[src/rtl/core_pkg.sv]
// core_pkg: shared constants and types for the core pipeline.
//   XLEN          - default address/PC width
//   NOP_INSTR     - canonical NOP (addi x0, x0, 0), used as the idle instruction
//   fetch_state_t - fetch sequencer states
package core_pkg;

  localparam int unsigned XLEN      = 32;
  localparam logic [31:0] NOP_INSTR = 32'h0000_0013;

  typedef enum logic [1:0] {
    IDLE = 2'd0,
    REQ  = 2'd1,
    WAIT = 2'd2,
    HOLD = 2'd3
  } fetch_state_t;

endpackage

[src/rtl/fetch_unit.sv]
// fetch_unit: instruction-fetch stage.
// Drives the PC and a single-outstanding instruction-memory request port,
// and hands fetched instructions to decode over a valid/ready handshake.
// Taken branches and jumps from execute redirect the PC and raise a
// same-cycle flush; a response still in flight at redirect time is dropped.
//
// Ports:
//   clk, rst                     clock, async active-high reset
//   branch, branch_target        taken-branch redirect from execute
//   jump, jump_target            unconditional redirect (wins over branch)
//   imem_req_valid/ready, addr   memory request channel
//   imem_rsp_valid, rsp_data     memory response (single-cycle pulse)
//   if_valid/ready, pc, instr    instruction output to decode
//   flush                        squash younger stages this cycle
module fetch_unit #(
  parameter int unsigned     XLEN     = 32,
  parameter logic [XLEN-1:0] RESET_PC = '0
) (
  input  logic            clk,
  input  logic            rst,
  input  logic            branch,
  input  logic [XLEN-1:0] branch_target,
  input  logic            jump,
  input  logic [XLEN-1:0] jump_target,
  output logic            imem_req_valid,
  input  logic            imem_req_ready,
  output logic [XLEN-1:0] imem_addr,
  input  logic            imem_rsp_valid,
  input  logic [31:0]     imem_rsp_data,
  output logic            if_valid,
  input  logic            if_ready,
  output logic [XLEN-1:0] if_pc,
  output logic [31:0]     if_instr,
  output logic            flush
);

  import core_pkg::*;

  fetch_state_t    state;
  logic [XLEN-1:0] pc;
  logic            drop;
  logic [31:0]     hold_instr;

  logic            redirect;
  logic [XLEN-1:0] raw_target;
  logic [XLEN-1:0] redirect_target;
  logic            out_free;

  assign redirect        = branch | jump;
  assign raw_target      = jump ? jump_target : branch_target;
  assign redirect_target = {raw_target[XLEN-1:2], 2'b00};
  assign flush           = redirect & ~rst;

  // The hold register is always empty in REQ, so every issued request has a
  // slot to land in (output or hold). A redirect suppresses the request so the
  // old PC is never fetched alongside the new target.
  assign imem_req_valid = (state == REQ) & ~redirect;
  assign imem_addr      = pc;

  assign out_free = ~if_valid | if_ready;

  always_ff @(posedge clk or posedge rst) begin
    if (rst) begin
      state      <= IDLE;
      pc         <= RESET_PC;
      drop       <= 1'b0;
      hold_instr <= NOP_INSTR;
      if_valid   <= 1'b0;
      if_pc      <= '0;
      if_instr   <= NOP_INSTR;
    end else begin
      if (if_valid && if_ready) begin
        if_valid <= 1'b0;
      end

      if (redirect) begin
        pc         <= redirect_target;
        if_valid   <= 1'b0;
        hold_instr <= NOP_INSTR;
        // A response arriving this very cycle is discarded here, so only a
        // still-pending request needs the drop flag.
        if (state == WAIT && !imem_rsp_valid) begin
          drop  <= 1'b1;
          state <= WAIT;
        end else begin
          drop  <= 1'b0;
          state <= REQ;
        end
      end else begin
        unique case (state)
          IDLE: state <= REQ;
          REQ: begin
            if (imem_req_ready) begin
              state <= WAIT;
            end
          end
          WAIT: begin
            if (imem_rsp_valid) begin
              if (drop) begin
                drop  <= 1'b0;
                state <= REQ;
              end else if (out_free) begin
                if_valid <= 1'b1;
                if_pc    <= pc;
                if_instr <= imem_rsp_data;
                pc       <= pc + XLEN'(4);
                state    <= REQ;
              end else begin
                hold_instr <= imem_rsp_data;
                state      <= HOLD;
              end
            end
          end
          HOLD: begin
            // pc still addresses the held instruction until it moves out.
            if (if_ready) begin
              if_valid <= 1'b1;
              if_pc    <= pc;
              if_instr <= hold_instr;
              pc       <= pc + XLEN'(4);
              state    <= REQ;
            end
          end
          default: state <= IDLE;
        endcase
      end
    end
  end

endmodule

[config.mk]
export PLATFORM = sky130hd
export DESIGN_NAME = fetch_unit
export DESIGN_NICKNAME = d
export VERILOG_FILES = /design/src/rtl/core_pkg.sv /design/src/rtl/fetch_unit.sv
export SDC_FILE = /design/constraint.sdc
export NUM_CORES = 1
export LEC_CHECK = 0
export CORE_ASPECT_RATIO = 0.75
export CORE_MARGIN = 2
export CORE_UTILIZATION = 35
export CTS_CLUSTER_SIZE = 28
export DETAILED_ROUTE_END_ITERATION = 10
export PLACE_DENSITY_LB_ADDON = 0.05
export SYNTH_ARGS = -nofsm -noshare
export SYNTH_HDL_FRONTEND = slang
export SYNTH_SLANG_ARGS = --single-unit
[constraint.sdc]
create_clock -name clk -period 7.3 [get_ports clk]
set_clock_uncertainty 0.1 [all_clocks]
set_input_delay 0.73 -clock clk [delete_from_list [all_inputs] [get_ports clk]]
set_output_delay 0.73 -clock clk [all_outputs]
set_load 0.01 [all_outputs]
==> summary.txt, run 1 <==
Outcome
  • Status: completed

Routing
  • Drt drc: 0
  • Via/cell ratio: 4.94
  • Post-DRT Antenna Nets: 0
  • DR pass1 iterations: 5
  • WL/cell: 16.5 um
  • Routed Wire Length: 17400 um
  • DR vias: 5190
  • Initial drt markers: 219

Worst setup path
  • Crit-path max FO: 98
  • Startpoint Class: flip-flop
  • WS Path Type: reg -> reg
  • Critical Path AT: 4320 ps
  • Critical path data required time: 7500 ps
  • Worst Setup End Kind: flip-flop

Yosys
  • Synth Area in Compound Gates: 13.5%
  • Post-Synth Adder-Cell Area: 0.806%
  • Main combinational cell family by area after synthesis: simple AND/OR/NAND/NOR gates
  • EDFF count, synth: 0
  • Average size of a mapped cell: 9.98 um^2
  • Yosys reg bits: 128
  • Yosys Warn Count: 0
  • Post-synthesis mux area share: 10.7%
  • Async SR Flop Fraction: 100%
  • Post-synthesis sequential area ratio: 51.7%
  • Synthesized instance count: 622
  • Synth Area in XOR/XNOR: 3.24%
  • Post-synthesis simple-gate area fraction: 16.3%
  • Post-Syn Area: 0.00621 mm^2
  • Synth unique cells: 53
  • Synth Flop Type: dfrtp_1

CTS
  • CTS tree: built
  • Post-CTS sizing: 0
  • Inserted Clock Buffers: 17
  • Clock Latency Late Sink: 420 ps
  • Root Driver: clkbuf_16
  • Hold_buf cts: 0
  • Clock Path Buffers: 2
  • CTS H-tree lvls: 4
  • CTS clk-pin slew, worst paths: 60 ps
  • Postcts setup bufs: 0
  • Sink Count: 128

Placement
  • Global placement routability congestion: 0.791
  • IO Port Bufs: 193
  • HPWL after detailed placement: 11500 um

STA
  • Setup_tns: 0 ps
  • Worst Tran Pin Value: 1170 ps
  • Hold Violations, Final: 0
  • Rel. slew slack: 22.0%
  • Final min period: 4120 ps
  • Max Fclk: 0.243 GHz
  • Share of the clock period used by the worst path: 56.4%
  • Unrepaired setup endpoints after global routing: false
  • Slew Limit Fails: 0
  • Final setup violation count: 0

Global routing
  • Global-route usage over all layers: 19.3%
  • GR Overflow Total: 0
  • Initial antenna violation count: 0
  • Largest net degree at the start of global routing: 99
  • Number of global-route vias before repair: 5356
  • Wire length of the first global-routing pass: 28100 um

Cells and area
  • Layout Nets: 903
  • Most frequent cells in the layout: clkdlybuf4s50_1, dfrtp_1, nand2_1
  • Layout cells sized above 1: 9.02%
  • Syn-to-layout area delta: 43.3%
  • Fillcell total: 1594
  • Commonest non-fill, non-tap cell in the layout: clkdlybuf4s50_1
  • Antenna cells: 0
  • Post-layout util: 50.9%

Run
  • Max Cap Violations: 0

Die
  • FP Rows: 42
  • Die Span X: 158 um
  • Core Area: 0.0175 mm^2
  • Die area: 0.0188 mm^2
  • Initial Util: 35.5%
  • Io pins: 202
  • Die height: 119 um

Power
  • Peak supply drop: 138 uV
  • Total power: 2260 uW
  • Power Density: 254 mW/mm^2
  • P_leak: 0.00358 uW

Min path
  • Hold Crit Class: reg -> reg
per-stage QoR:
stage / instance area [um^2] / hold WS [ps] / worst slack (ps) / cells
after floorplan: 6220 / 364 / 3070 / 625
after global placement: 8320 / 360 / 3230 / 1019
after detailed placement: 8320 / 369 / 3110 / 1019
after CTS: 8900 / 383 / 3120 / 1051
after global routing: 8900 / 400 / 2860 / 1051
final: 8900 / 376 / 3180 / 1051
worst max-delay path, cell delays in order (launching register included):
cell and delay, ps:
dfrtp_1 400, ha_2 990, nand2_1 260, o22ai_4 820, nand2_4 810, mux2_1 580
cells by family after synthesis:
family / count (synthesis)
other: 1
xor gates and xnor gates: 23
DFF: 128
muxes: 63
AOI/OAI and AO/OA: 142
and+or+nand+nor: 207
adders and majority gates: 4
buffers and inverters: 54
power breakdown:
part	total (uW)	internal, uW	leakage [uW]	switching, uW
clock network	832	496	0.000274	336
registers	903	823	0.00164	79.9
logic	527	310	0.00166	216
layer usage:
layer / global-route usage, % / up-vias / share of wire [%]
met5: 0 / - / 0
met4: 6.02 / 0 / 1.0
met3: 6.04 / 15 / 6.4
met2: 29.0 / 144 / 44
met1: 26.6 / 2508 / 49
li1: - / 2523 / -
final timing paths:
check,slack (ps),end,startpoint,depth (start not counted)
setup / recovery,3180,if_pc[28],state[1],5
max in group asynchronous,5150,imem_addr[15],rst,3
setup reg to reg,3180,if_pc[28],state[1],5
hold / removal,380,if_instr[31],if_instr[31],2
min in group asynchronous,730,if_pc[31],rst,2
hold reg to reg,380,if_instr[31],if_instr[31],2
cell type report:
cell class	count	area (um^2)	area share, %
Clock buffer	20	467	5.24
Clock inverter	12	110	1.24
Inverter	10	42.5	0.478
Multi-Input combinational cell	443	2820	31.7
Sequential cell	128	3210	36.1
Tap cell	242	303	3.40
Timing Repair Buffer	196	1950	21.9
state kept, by name, summed over array words and instances (netlist names):
signal and cells:
hold_instr 32, if_pc 30, if_valid 1, if_instr 32, drop 1, imem_addr 30
state 2
synth_stat cells (5+ instances only):
cell / number / area share [%]
nor2_1: 14 / 0.85
mux2_1: 14 / 2.5
mux2i_1: 35 / 5.6
a21oi_1: 54 / 4.4
nand3_1: 16 / 1.3
nor2b_1: 24 / 2.4
dfstp_2: 6 / 2.5
clkbuf_1: 33 / 2.0
xor2_1: 19 / 2.7
a211oi_1: 25 / 3.0
a31oi_1: 5 / 0.50
o21ai_0: 38 / 3.1
nand2_1: 115 / 7.0
inv_1: 10 / 0.60
dfrtp_1: 122 / 49
mux2_2: 14 / 2.5
nand4_1: 11 / 1.1
Power figures use the tool's default switching activity.
==> run 2: changes to the inputs <==
clock period = 3.8 ns   (was 7.3 ns; I/O delays follow)
==> summary.txt, run 2 (synthesis gave the netlist of run 1 again) <==
Routing
  • DR vias: 5164 (-0.50%)
  • Drt drc: 0 (unchanged)
  • Initial drt markers: 226 (+3.2%)
  • DR pass1 iterations: 4 (-1)
  • Post-DRT Antenna Nets: 0 (unchanged)
  • Routed Wire Length: 17200 um (-1.0%)
  • WL/cell: 16.3 um (-1.5%)
  • Via/cell ratio: 4.89 (-0.97%)

STA
  • Final min period: 2510 ps (-1600 ps)
  • Max Fclk: 0.398 GHz (+64%)
  • Slew Limit Fails: 0 (unchanged)
  • Worst Tran Pin Value: 736 ps (-435 ps)
  • Rel. slew slack: 50.9% (+29 points)
  • Unrepaired setup endpoints after global routing: false
  • Setup_tns: 0 ps (unchanged)
  • Share of the clock period used by the worst path: 66.2% (+9.8 points)
  • Hold Violations, Final: 0 (unchanged)
  • Final setup violation count: 0 (unchanged)
  • Setup ws final: 1290 ps (-1900 ps)

Power
  • Logic pwr share: 23.6% (+0.3 points)
  • P_leak: 0.00360 uW (+0.52%)
  • Switching Power: 1200 uW (+90%)
  • Peak supply drop: 256 uV (+86%)
  • Clk pwr share: 36.0% (-0.8 points)
  • Sw frac: 28.0% (+0.035 points)
  • Power Density: 481 mW/mm^2 (+89%)
  • Internal power: 3090 uW (+90%)
  • Register share of total power: 40.4% (+0.5 points)

CTS
  • CTS tree: built
  • CTS H-tree lvls: 4 (unchanged)
  • Postcts setup bufs: 0 (unchanged)
  • Clock Path Buffers: 2 (unchanged)
  • Post-CTS sizing: 0 (unchanged)
  • Hold_buf cts: 0 (unchanged)
  • Clock Latency Late Sink: 410 ps (about the same)
  • CTS clk-pin slew, worst paths: 60 ps (about the same)
  • Sink Count: 128 (unchanged)
  • Root Driver: clkbuf_16
  • Inserted Clock Buffers: 17 (unchanged)

Cells and area
  • Antenna cells: 0 (unchanged)
  • Syn-to-layout area delta: 43.9%
  • Most frequent cells in the layout: clkdlybuf4s50_1, dfrtp_1, nand2_1
  • Layout cells sized above 1: 9.58% (+0.56 points)
  • Commonest non-fill, non-tap cell in the layout: clkdlybuf4s50_1
  • Biggest regs: hold_instr (32), if_instr (32)
  • Layout Nets: 909 (+0.66%)

Placement
  • IO Port Bufs: 193 (unchanged)
  • Worst slack at placement: 1210 ps (-1890 ps)
  • HPWL after detailed placement: 11600 um (+1.0%)
  • Global placement routability congestion: 0.790 (about the same)

Global routing
  • Wire length of the first global-routing pass: 27800 um (-1.1%)
  • Grt met2 use: 27.5% (-1.4 points)
  • M1 GR Usage: 27.2% (+0.66 points)
  • Grt met3 use: 6.33% (+0.29 points)
  • Global-route usage over all layers: 19.0% (-0.31 points)
  • Number of global-route vias before repair: 5265 (-1.7%)
  • Grt peak-use layer: met2
  • Initial antenna violation count: 0 (unchanged)
  • GR Overflow Total: 0 (unchanged)
  • Largest net degree at the start of global routing: 129 (+30%)

Die
  • Core Area: 0.0175 mm^2 (unchanged)
  • Die Span X: 158 um (unchanged)
  • Io pins: 202 (unchanged)
  • Die height: 119 um (unchanged)
  • Initial Util: 35.5% (unchanged)
  • FP Rows: 42 (unchanged)
  • Die area: 0.0188 mm^2 (unchanged)

Worst setup path
  • Worst reg2reg startpoint: state[0]
  • R2R Setup Slk: 1290 ps (-1900 ps)
  • Startpoint Class: flip-flop
  • Worst Reg-to-Reg Cells: 8 (+3)
  • Reg2reg end: imem_addr[31]
  • WS Path Type: reg -> reg
  • Critical path data required time: 4030 ps (-3470 ps)
  • Crit-path max FO: 32 (-67%)
  • Worst Setup End Kind: flip-flop
  • Critical Path AT: 2750 ps (-1570 ps)

Run
  • Max Cap Violations: 0 (unchanged)

Min path
  • Hold Path End: imem_addr[31]
  • Hold path depth: 3 (+1)
  • Hold Crit Class: in -> reg
  • Worst hold start: jump

Outcome
  • Status: completed
==> run 2: cell types whose count changed in the layout (fill, tap and decap cells not counted) <==
cell and change:
buf_12 +1, buf_4 +5, clkinv_2 +1, clkbuf_8 -2, clkinvlp_4 +1, clkinv_4 -1
==> run 2: metal layers <==
layer,up-vias,share of wire (%)
li1,2521,-
met1,2488,49
met2,144,43
met3,11,6.8
met4,0,0.95
met5,-,0
==> run 2: area by class of cell <==
cell class,instances,area [um^2]
well taps,242,303
flip-flops and latches,128,3210
clock inverters,13,115
multi-input cells,443,2820
repair buffers,202,2010
inverters,10,41.3
clock buffers,18,439
fillers,1604,8570
==> run 2: power by group through the flow <==
stage               sequential [uW]  combinational (uW)  clock, uW
floorplan                      1830                 304          0
global placement               1750                1020          0
detailed placement             1760                1030          0
CTS                            1740                1030       1580
global route                   1760                1110       1650
finish                         1740                1020       1550
==> run 2: stage by stage <==
step	instances	util, %	total power, uW	area [um^2]	hold WS, ps
2_1_floorplan	625	-	2140	6220	364
3_3_place_gp	1025	47.9	2770	8380	364
3_5_place_dp	1025	47.9	2780	8380	370
4_1_cts	1056	51.0	4350	8930	275
5_1_grt	1056	51.0	4520	8930	346
6_report	1056	51.0	4300	8930	292
==> run 2: worst max-delay path by stage <==
stage,start,endpoint,slack (ps),depth (start not counted)
2_1_floorplan,state[0],if_instr[16],1670,9
3_3_place_gp,imem_rsp_valid,imem_addr[31],1240,7
3_5_place_dp,imem_rsp_valid,imem_addr[31],1210,7
4_1_cts,state[0],imem_addr[31],1270,8
5_1_grt,state[0],imem_addr[31],1060,8
6_report,state[0],imem_addr[31],1290,8
==> run 2: critical path, stage by stage, from the launching register on <==
cell      delay [ps]
dfrtp_1          420
inv_1             70
ha_1             290
nand3b_1         240
o22ai_4          220
buf_4            370
nand2_2           80
or4_1            480
a31oi_1          170
